### config.mk
export PLATFORM = sky130hd
export DESIGN_NAME = reset_sequencer_flat
export DESIGN_NICKNAME = d
export VERILOG_FILES = /design/src/rtl/reset_seq_pkg.sv /design/src/rtl/reset_sequencer_if.sv /design/src/rtl/reset_sequencer_debounce.sv /design/src/rtl/reset_sequencer.sv /design/src/flat_wrapper.sv
export SDC_FILE = /design/constraint.sdc
export NUM_CORES = 1
export LEC_CHECK = 0
export ABC_AREA = 1
export BUFFER_PORTS_ARGS = -buffer_cell sky130_fd_sc_hd__buf_4
export CORE_MARGIN = 8
export CORE_UTILIZATION = 40
export DETAILED_ROUTE_END_ITERATION = 6
export GPL_TIMING_DRIVEN = 0
export PLACE_DENSITY = 0.6
export SLEW_MARGIN = 20
export SYNTH_ARGS = -nofsm -noshare
export SYNTH_HDL_FRONTEND = slang
export SYNTH_SLANG_ARGS = --single-unit
### constraint.sdc
create_clock -name clk -period 2 [get_ports clk]
set_input_delay 0.2 -clock clk [delete_from_list [all_inputs] [get_ports clk]]
set_output_delay 0.2 -clock clk [all_outputs]
set_load 0.02 [all_outputs]
### src/rtl/reset_seq_pkg.sv
// reset_seq_pkg: shared state encoding and status widths for the reset sequencer.
package reset_seq_pkg;
    localparam logic [2:0] PLL_RST     = 3'd0;
    localparam logic [2:0] WAIT_LOCK   = 3'd1;
    localparam logic [2:0] LOCK_STABLE = 3'd2;
    localparam logic [2:0] SOC_RST     = 3'd3;
    localparam logic [2:0] RUN         = 3'd4;
    localparam int FAIL_W = 8;
    localparam logic [FAIL_W-1:0] FAIL_MAX = '1;
endpackage

### src/rtl/reset_sequencer_if.sv
// reset_sequencer_if: board-side signals between button, clock wizard, SoC and the sequencer.
interface reset_sequencer_if;
    import reset_seq_pkg::*;
    logic btn_n;
    logic pll_locked;
    logic pll_reset;
    logic soc_reset;
    logic ready;
    logic lock_lost;
    logic [FAIL_W-1:0] fail_count;
    modport master (
        input  btn_n, pll_locked,
        output pll_reset, soc_reset, ready, fail_count, lock_lost
    );
    modport slave (
        output btn_n, pll_locked,
        input  pll_reset, soc_reset, ready, fail_count, lock_lost
    );
endinterface

### src/rtl/reset_sequencer_debounce.sv
// reset_sequencer_debounce: synchronises the raw button and accepts a new level only
// after it has been stable for DEBOUNCE_CYCLES consecutive cycles.
module reset_sequencer_debounce #(
    parameter int DEBOUNCE_CYCLES = 1000000
) (
    input  logic clk,
    input  logic reset,
    input  logic btn_n,
    output logic btn_db
);
    localparam int W = $clog2(DEBOUNCE_CYCLES + 1);
    logic [1:0] sync;
    logic [W-1:0] cnt;
    always_ff @(posedge clk or posedge reset) begin
        if (reset) begin
            sync   <= 2'b11;
            cnt    <= '0;
            btn_db <= 1'b1;
        end else begin
            sync <= {sync[0], btn_n};
            if (sync[1] == btn_db)
                cnt <= '0;
            else if (cnt == W'(DEBOUNCE_CYCLES - 1)) begin
                cnt    <= '0;
                btn_db <= sync[1];
            end else
                cnt <= cnt + W'(1);
        end
    end
endmodule

### src/rtl/reset_sequencer.sv
// reset_sequencer: PLL reset pulse, lock qualification and timed SoC reset release,
// running on the free-running board clock so it survives PLL loss.
module reset_sequencer
    import reset_seq_pkg::*;
#(
    parameter int DEBOUNCE_CYCLES     = 1000000,
    parameter int PLL_RST_CYCLES      = 1000,
    parameter int LOCK_STABLE_CYCLES  = 100000,
    parameter int SOC_RST_CYCLES      = 256,
    parameter int LOCK_TIMEOUT_CYCLES = 10000000,
    parameter int CNT_W               = 24
) (
    input logic clk,
    input logic reset,
    reset_sequencer_if.master bus
);
    logic btn_db;
    logic [1:0] lock_sync;
    logic locked_s;
    logic [2:0] state, nxt_state;
    logic [CNT_W-1:0] cnt, nxt_cnt;
    logic [FAIL_W-1:0] nxt_fail;
    logic nxt_lost;

    assign locked_s = lock_sync[1];

    reset_sequencer_debounce #(.DEBOUNCE_CYCLES(DEBOUNCE_CYCLES)) u_debounce (
        .clk    (clk),
        .reset  (reset),
        .btn_n  (bus.btn_n),
        .btn_db (btn_db)
    );

    always_comb begin
        nxt_state = state;
        nxt_fail  = bus.fail_count;
        nxt_lost  = bus.lock_lost;
        if (!btn_db)
            nxt_state = PLL_RST;
        else
            case (state)
                PLL_RST:     nxt_state = cnt == CNT_W'(PLL_RST_CYCLES - 1) ? WAIT_LOCK : PLL_RST;
                WAIT_LOCK:
                    if (locked_s)
                        nxt_state = LOCK_STABLE;
                    else if (cnt == CNT_W'(LOCK_TIMEOUT_CYCLES - 1)) begin
                        nxt_state = PLL_RST;
                        nxt_fail  = bus.fail_count == FAIL_MAX ? FAIL_MAX : bus.fail_count + FAIL_W'(1);
                    end
                LOCK_STABLE: nxt_state = !locked_s ? WAIT_LOCK :
                                         cnt == CNT_W'(LOCK_STABLE_CYCLES - 1) ? SOC_RST : LOCK_STABLE;
                SOC_RST:     nxt_state = !locked_s ? PLL_RST :
                                         cnt == CNT_W'(SOC_RST_CYCLES - 1) ? RUN : SOC_RST;
                RUN:
                    if (!locked_s) begin
                        nxt_state = PLL_RST;
                        nxt_lost  = 1'b1;
                    end
                default:     nxt_state = PLL_RST;
            endcase
        // RUN has no timed exit, so its counter parks at zero instead of wrapping
        nxt_cnt = (!btn_db || nxt_state != state || state == RUN) ? '0 : cnt + CNT_W'(1);
    end

    always_ff @(posedge clk or posedge reset) begin
        if (reset) begin
            lock_sync      <= '0;
            state          <= PLL_RST;
            cnt            <= '0;
            bus.pll_reset  <= 1'b1;
            bus.soc_reset  <= 1'b1;
            bus.ready      <= 1'b0;
            bus.fail_count <= '0;
            bus.lock_lost  <= 1'b0;
        end else begin
            lock_sync      <= {lock_sync[0], bus.pll_locked};
            state          <= nxt_state;
            cnt            <= nxt_cnt;
            bus.pll_reset  <= nxt_state == PLL_RST;
            bus.soc_reset  <= nxt_state != RUN;
            bus.ready      <= nxt_state == RUN;
            bus.fail_count <= nxt_fail;
            bus.lock_lost  <= nxt_lost;
        end
    end
endmodule

### src/flat_wrapper.sv
// flat-port wrapper written by rule: the top's interface ports become plain ports
module reset_sequencer_flat import reset_seq_pkg::*;
#(
    parameter int DEBOUNCE_CYCLES     = 1000000,
    parameter int PLL_RST_CYCLES      = 1000,
    parameter int LOCK_STABLE_CYCLES  = 100000,
    parameter int SOC_RST_CYCLES      = 256,
    parameter int LOCK_TIMEOUT_CYCLES = 10000000,
    parameter int CNT_W               = 24
)
  (clk, reset, bus_btn_n, bus_pll_locked, bus_pll_reset, bus_soc_reset, bus_ready, bus_fail_count, bus_lock_lost);
  reset_sequencer_if bus_i ();
  input logic clk;
  input logic reset;
  input wire logic [$bits(bus_i.btn_n)-1:0] bus_btn_n;
  input wire logic [$bits(bus_i.pll_locked)-1:0] bus_pll_locked;
  output wire logic [$bits(bus_i.pll_reset)-1:0] bus_pll_reset;
  output wire logic [$bits(bus_i.soc_reset)-1:0] bus_soc_reset;
  output wire logic [$bits(bus_i.ready)-1:0] bus_ready;
  output wire logic [$bits(bus_i.fail_count)-1:0] bus_fail_count;
  output wire logic [$bits(bus_i.lock_lost)-1:0] bus_lock_lost;
  assign bus_i.btn_n = bus_btn_n;
  assign bus_i.pll_locked = bus_pll_locked;
  assign bus_pll_reset = bus_i.pll_reset;
  assign bus_soc_reset = bus_i.soc_reset;
  assign bus_ready = bus_i.ready;
  assign bus_fail_count = bus_i.fail_count;
  assign bus_lock_lost = bus_i.lock_lost;
  reset_sequencer #(.DEBOUNCE_CYCLES(DEBOUNCE_CYCLES), .PLL_RST_CYCLES(PLL_RST_CYCLES), .LOCK_STABLE_CYCLES(LOCK_STABLE_CYCLES), .SOC_RST_CYCLES(SOC_RST_CYCLES), .LOCK_TIMEOUT_CYCLES(LOCK_TIMEOUT_CYCLES), .CNT_W(CNT_W)) u_core (.clk(clk), .reset(reset), .bus(bus_i));
endmodule
==> impl_metrics.ini, run 1 <==
[clock_network]
cts_tree = done
path_clk_slew_ns = 0.07
cts.sinks = 64
cts_made_buffers = 9
clk_latency_ns = 0.35
h-tree-depth = 3
cts_buffer_depth = 2
root_buffer = clkbuf_8

[final_layout]
nFillCells = 890
nets = 487
drive_gt1_frac = 0.2536
diodes = 0
finalNonFillerCells = 596
syn_to_final_growth_pct = 20.18
fin_util = 0.4842
final_common_cell = nand2_1
final_area_um2 = 4389
mostFrequentLayoutCells = nand2_1, nor2_1, dfrtp_1

[yosys]
yosys.area.top_type = dfrtp_1
synth-seq-area-share = 0.4402
synth_area_um2 = 3652
avgSynthCellArea_um2 = 8.358
yosys-top-cells-area = dfrtp_1, nand2_1, nor2_1, nor2_4, inv_1
syn_nets = 444
netlist_instances = 437
yosysTopAreaCellShare = 0.4042
ys_types = 36
ys_ff_latch = 64
yosysWarnings = 0

[detailed_routing]
vias_per_cell = 4.787
wl_um = 7555
routedWlPerCell_um = 12.68
postRouteAntennaNets = 0
vias = 2853
first_iter_violations = 157
remaining_drc_errors = 0
drtPass1Iterations = 4

[power]
leakagePower_nw = 1.936
swShare = 0.2486
seq_power_share = 0.544
powerDensity_nw_per_um2 = 548.9
power.internal_mw = 1.810
ir_drop_v = 0.0002847
power_frac_clock = 0.430
p_comb_frac = 0.026
p_total_mw = 2.409
switching_power_mw = 0.5988

[timing]
rsz0062_at_grt = yes
drv_slew = 0
hold_viol_final = 0
slew_headroom = 0.7509
finalHoldWorstSlack_ns = 0.3507
fin_crit_ns = 1.997
finalCritPeriodShare = 0.9985
fin_skew_ns = 0.01182
setup_viol = 0
tightest_slew_ns = 0.3698
timing.fmax_mhz = 500.7

[status]
status = finished, final reports clean

[grt]
gr-usage-met3 = 0.03626
grt_pass1_vias = 2806
grt_max_degree = 46
grt_usage = 0.1274
use_met1 = 0.1664
antenna_found_initial = 0
grt_pass1_wl_um = 13040
grt_most_used_layer = met2
grt-ovfl-total = 0
use_met2 = 0.1964

[placed_design]
hpwlAfterDp_um = 5321
post_dp_cell_area_um2 = 3934
placedCellCount = 564
port-buffer-count = 15
place.gp.congestion = 0.8027

[hold_path]
min_path_type = reg -> reg

[setup_path]
reg2reg_slack_ns = 0.003
crit_arrival_ns = 2.23
critPathRequiredTime_ns = 2.23
r2r_end = u_core.cnt[6]$_DFF_PP0_
rr_worst_depth = 14
start_kind = flop
critPathKind = reg -> reg
crit_path_end = u_core.cnt[6]$_DFF_PP0_
setup.worst_path.end_class = flop
crit_start = u_core.cnt[1]$_DFF_PP0_
r2r-start = u_core.cnt[1]$_DFF_PP0_
path_max_fanout = 5

[floorplanning]
dieHeight_um = 111.6
start_util = 0.4029
row_count = 35
dieWidth_um = 111.6
coreArea_um2 = 9065
dieArea_um2 = 12440
io_pins = 16

[run]
maxCapViolations = 0
## flip-flops by register name, summed over array words and instances (netlist names)
name                      flops
u_core.bus.ready              1
u_core.state                  3
u_core.cnt                   24
u_core.bus.lock_lost          1
u_core.bus.pll_reset          1
u_core.u_debounce.sync        2
u_core.lock_sync              2
u_core.bus.fail_count         8
u_core.bus.soc_reset          1
u_core.u_debounce.btn_db      1
u_core.u_debounce.cnt        20
## how the worst min path moves through the flow
stage                                              from                              endpoint  slack [ns]  depth (start not counted)
floorplan                                     bus_btn_n   u_core.u_debounce.sync[0]$_DFF_PP1_        0.20                          0
global placement                         bus_pll_locked         u_core.lock_sync[0]$_DFF_PP0_        0.31                          1
detailed placement                                reset  u_core.bus.fail_count[3]$_DFFE_PP0P_        0.19                          2
CTS                       u_core.lock_sync[0]$_DFF_PP0_         u_core.lock_sync[1]$_DFF_PP0_        0.35                          0
global route        u_core.u_debounce.sync[0]$_DFF_PP1_   u_core.u_debounce.sync[1]$_DFF_PP1_        0.36                          0
finish                    u_core.lock_sync[0]$_DFF_PP0_         u_core.lock_sync[1]$_DFF_PP0_        0.35                          0
## what timing repair did
item	CTS	global route
pin swaps	0	9
hold endpoints to repair	21	0
hold buffers	3	0
endpoints found under the setup margin	20	32
buffers inserted	3	8
cloned	1	1
resized for setup	2	23
## power by group through the flow
stage / Clock [mW] / Combinational [mW] / Sequential, mW
floorplan: 0 / 0.0352 / 1.33
global placement: 0 / 0.0520 / 1.34
detailed placement: 0 / 0.0615 / 1.34
CTS: 1.07 / 0.0663 / 1.31
global route: 1.12 / 0.0747 / 1.31
finish: 1.04 / 0.0631 / 1.31
## metrics by stage
step | setup TNS [ns] | worst slack [ns]
6_report | 0 | 0.002977
5_1_grt | -1.674 | -0.09498
4_1_cts | -0.02210 | -0.005360
3_5_place_dp | -0.02733 | -0.005393
3_3_place_gp | -41.21 | -0.6947
2_1_floorplan | 0 | 0.2102
## Yosys cell counts
cell / n
o21ai_2: 1
nor4_1: 5
dfstp_2: 5
nor2_4: 22
nand2_4: 2
xor2_1: 21
inv_2: 7
mux2_2: 1
buf_6: 1
buf_12: 2
ha_1: 3
nor3b_1: 2
nor4_2: 1
nand3_2: 2
o21a_1: 1
o21ai_0: 9
xnor2_1: 8
nand3_4: 1
nor2_8: 1
clkbuf_1: 1
nand2_1: 80
o31ai_1: 1
nor3_2: 1
buf_4: 1
inv_1: 54
nor2_2: 6
nor3_1: 13
nor2_1: 66
nand4_1: 14
and3_1: 1
dfrtp_1: 59
nand3_1: 24
a21oi_1: 12
nand3b_1: 2
nand2_2: 6
a21o_1: 1
## area by class of cell
| cell class | count | area (um2) | share of cell area |
|---|---|---|---|
| clock inverters | 6 | 43.79 | 0.009977 |
| multi-input cells | 307 | 1833 | 0.4176 |
| flip-flops and latches | 64 | 1610 | 0.3669 |
| inverters | 61 | 231.5 | 0.05274 |
| repair buffers | 32 | 322.8 | 0.07355 |
| clock buffers | 10 | 137.6 | 0.03136 |
| well taps | 111 | 138.9 | 0.03164 |
| plain buffers | 5 | 71.32 | 0.01625 |
## worst max-delay path, stage by stage (launching register included)
cell       delay, ns
dfrtp_1         0.37
ha_2            0.19
nand2_2         0.06
inv_2           0.09
nand2_4         0.10
nor2_8          0.13
nand3_4         0.08
a21oi_2         0.14
nand3_2         0.11
nand2_2         0.11
nand2_2         0.07
nand3_4         0.11
buf_12          0.14
clkbuf_16       0.16
nor2_4          0.03
## metal layers
| layer | wire [um] | part of all wire | vias up |
|---|---|---|---|
| li1 | - | - | 1463 |
| met1 | 3728 | 0.49 | 1347 |
| met2 | 3469 | 0.46 | 37 |
| met3 | 279 | 0.037 | 6 |
| met4 | 78 | 0.010 | 0 |
| met5 | 0 | 0 | - |
## cell families after synthesis
family,Yosys count,synth area share
XOR/XNOR,29,0.06955
AO/OA/AOI/OAI,25,0.03734
multiplexers,1,0.003083
buffers and inverters,66,0.07982
flip-flops,64,0.4402
AND/OR/NAND/NOR,249,0.3597
adder cells (fa/ha/maj),3,0.01028
Power figures use the tool's default switching activity.
==> run 2, diff against run 1 <==
Settings changed: ABC_AREA 1 to 0, GPL_ROUTABILITY_DRIVEN from default to 1.
==> run 2 against run 1 <==
  * The run now ends with setup timing left
  * Area after synthesis shrank 10%
  * Sequential share of layout area increased by 1.0 points
  * Global-route usage increased by 1.3 points
  * Combinational power fell by 2%
  * Largest power group unchanged
  * Highest routed layer unchanged
==> impl_metrics.ini, run 2 <==
[status]
status = finished, violations left
violations = setup timing

[setup_path]
cp_cell_sequence = or4_4, or3_4, nor4_4, buf_6, nand3_4, mux2i_1
path_max_fanout = 10
critPathRequiredTime_ns = 2.24
crit_family = simple AND/OR/NAND/NOR gates
crit_buf_inv = 1
critPathKind = reg -> reg
crit_arrival_ns = 2.39
slowest_delay_ns = 0.55
setup.worst_path.end_class = flop
start_kind = flop
crit_slowest_cell = or4_4

[timing]
setup_tns_ns = -3.007
fin_crit_ns = 2.154
setup_viol = 34
slew_headroom = 0.7141
timing.fmax_mhz = 464.3
finalCritPeriodShare = 1.077
tightest_slew_ns = 0.4256
drv_slew = 0
fin_skew_ns = 0.01115
rsz0062_at_grt = yes
hold_viol_final = 0
finalWorstSetupSlack_ns = -0.1539

[final_layout]
syn_to_final_growth_pct = 30.25
nFillCells = 745
largest_register_ffs = 24
reg.largest.list = u_core.cnt x24, u_core.u_debounce.cnt x20, u_core.bus.fail_count x8
finalNonFillerCells = 493
mostFrequentLayoutCells = dfrtp_1, nor2_1, buf_4
final_common_cell = dfrtp_1
nets = 390
drive_gt1_frac = 0.3144
diodes = 0
regMostFlops = u_core.cnt

[detailed_routing]
remaining_drc_errors = 0
vias = 2610
postRouteAntennaNets = 0
routedWlPerCell_um = 15.10
vias_per_cell = 5.294
wl_um = 7446
first_iter_violations = 99
drtPass1Iterations = 6

[clock_network]
h-tree-depth = 3
path_clk_slew_ns = 0.08
cts.sinks = 64
cts_buffer_depth = 2
clk_latency_ns = 0.35
cts_tree = done
cts_made_buffers = 9
root_buffer = clkbuf_8

[hold_path]
min_path_type = reg -> reg

[yosys]
yosysWarnings = 0
async_reset_ff_frac = 1.000
yosysTopAreaCellShare = 0.4512
synth_most_common_cell = dfrtp_1
ys_ff_latch = 64
synth-seq-area-share = 0.4914
ys_types = 49
avgSynthCellArea_um2 = 9.796
yosys-top-cells-count = dfrtp_1, nor2_1, nand2_1
synth_edf_count = 0
yosys.area.top_type = dfrtp_1
synth_area_um2 = 3272
yosys-top-cells-area = dfrtp_1, nor2_1, xnor2_1, xor2_1, dfstp_2
netlist_instances = 334
syn_nets = 341
synth_top_flop_cell = dfrtp_1

[grt]
grt-ovfl-total = 0
grt_max_degree = 45
grt_pass1_wl_um = 12840
grt_usage = 0.1401
antenna_found_initial = 0
grt_pass1_vias = 2665

[floorplanning]
io_pins = 16
dieWidth_um = 106.4
dieArea_um2 = 11330
start_util = 0.4043
coreArea_um2 = 8093
dieHeight_um = 106.4
row_count = 33

[placed_design]
placedCellCount = 455
place.gp.congestion = 0.7942
hpwlAfterDp_um = 4766
port-buffer-count = 15

[run]
maxCapViolations = 0

[power]
p_total_mw = 2.645
ir_drop_v = 0.0003487
powerDensity_nw_per_um2 = 620.7
leakagePower_nw = 1.752
-- run 2: cell types whose count changed after synthesis, sizes merged, moves of 8 or more --
| cell | previous run | this run |
|---|---|---|
| nand2 | 88 | 24 |
| inv | 61 | 12 |
| nor2 | 95 | 55 |
| a211oi | 0 | 16 |
| xnor2 | 8 | 20 |
| nor3 | 14 | 6 |
-- run 2: final timing paths --
check	start	to	slack, ns	cells past startpoint
max	u_core.cnt[11]$_DFF_PP0_	u_core.bus.fail_count[7]$_DFFE_PP0P_	-0.15	6
max in group asynchronous	reset	u_core.cnt[9]$_DFF_PP0_	1.13	4
min reg2reg	u_core.lock_sync[0]$_DFF_PP0_	u_core.lock_sync[1]$_DFF_PP0_	0.35	0
max reg2reg	u_core.cnt[11]$_DFF_PP0_	u_core.bus.fail_count[7]$_DFFE_PP0P_	-0.15	6
min in group asynchronous	reset	u_core.u_debounce.cnt[10]$_DFF_PP0_	0.36	3
min	u_core.lock_sync[0]$_DFF_PP0_	u_core.lock_sync[1]$_DFF_PP0_	0.35	0
-- run 2: area by class of cell --
type                            instances  area [um2]  share of cell area
Multi-Input combinational cell        245        1777              0.4169
Tap cell                              105       131.4             0.03083
Clock inverter                          6       92.59             0.02173
Buffer                                 12       100.1             0.02349
Sequential cell                        64        1608              0.3773
Clock buffer                           10       137.6             0.03230
Timing Repair Buffer                   39       367.9             0.08632
Inverter                               12       47.55             0.01116
-- run 2: power by group --
part	switching (mW)	internal [mW]
logic	0.0405	0.0216
registers	0.00880	1.30
clock network	0.531	0.739
-- run 2: logic make-up after synthesis --
group                    Yosys count  synth area share
buffers and inverters             25           0.03480
adder cells (fa/ha/maj)            3           0.01147
XOR/XNOR                          40            0.1071
AO/OA/AOI/OAI                     36           0.07534
flip-flops                        64            0.4914
multiplexers                       2          0.006501
AND/OR/NAND/NOR                  164            0.2734
-- run 2: metal layers --
metal | up-vias | track usage | wire length (um)
met5 | - | 0 | 0
met4 | 0 | 0.04221 | 68
met3 | 8 | 0.04356 | 244
met2 | 38 | 0.2404 | 3828
met1 | 1285 | 0.1637 | 3304
li1 | 1279 | - | -
-- run 2: timing repair --
| action | 4_1_cts | 5_1_grt |
|---|---|---|
| endpoints found under the setup margin | 55 | 55 |
| hold endpoints to repair | 17 | 0 |
| resized for setup | 41 | 23 |
| pin swaps | 12 | 6 |
| gates cloned | 1 | 1 |
| hold buffers | 3 | 0 |
| setup buffers | 16 | 3 |
-- run 2: through the flow --
stage | hold WS (ns) | setup slack [ns] | util | instance area [um2]
finish | 0.3538 | -0.1539 | 0.5266 | 4262
global route | 0.3613 | -0.2610 | 0.5266 | 4262
CTS | 0.3545 | -0.1540 | 0.5080 | 4111
detailed placement | 0.1852 | -0.4592 | 0.4405 | 3565
global placement | 0.3104 | -0.6902 | 0.4368 | 3535
floorplan | 0.2045 | -0.05320 | - | 3291
-- run 2: worst reg2reg max path: cells and delay by family, from the launching register on --
family,cells,cell delay (ns)
buf+inv,1,0.20
flops,1,0.38
simple gates,4,1.34
mux,1,0.12
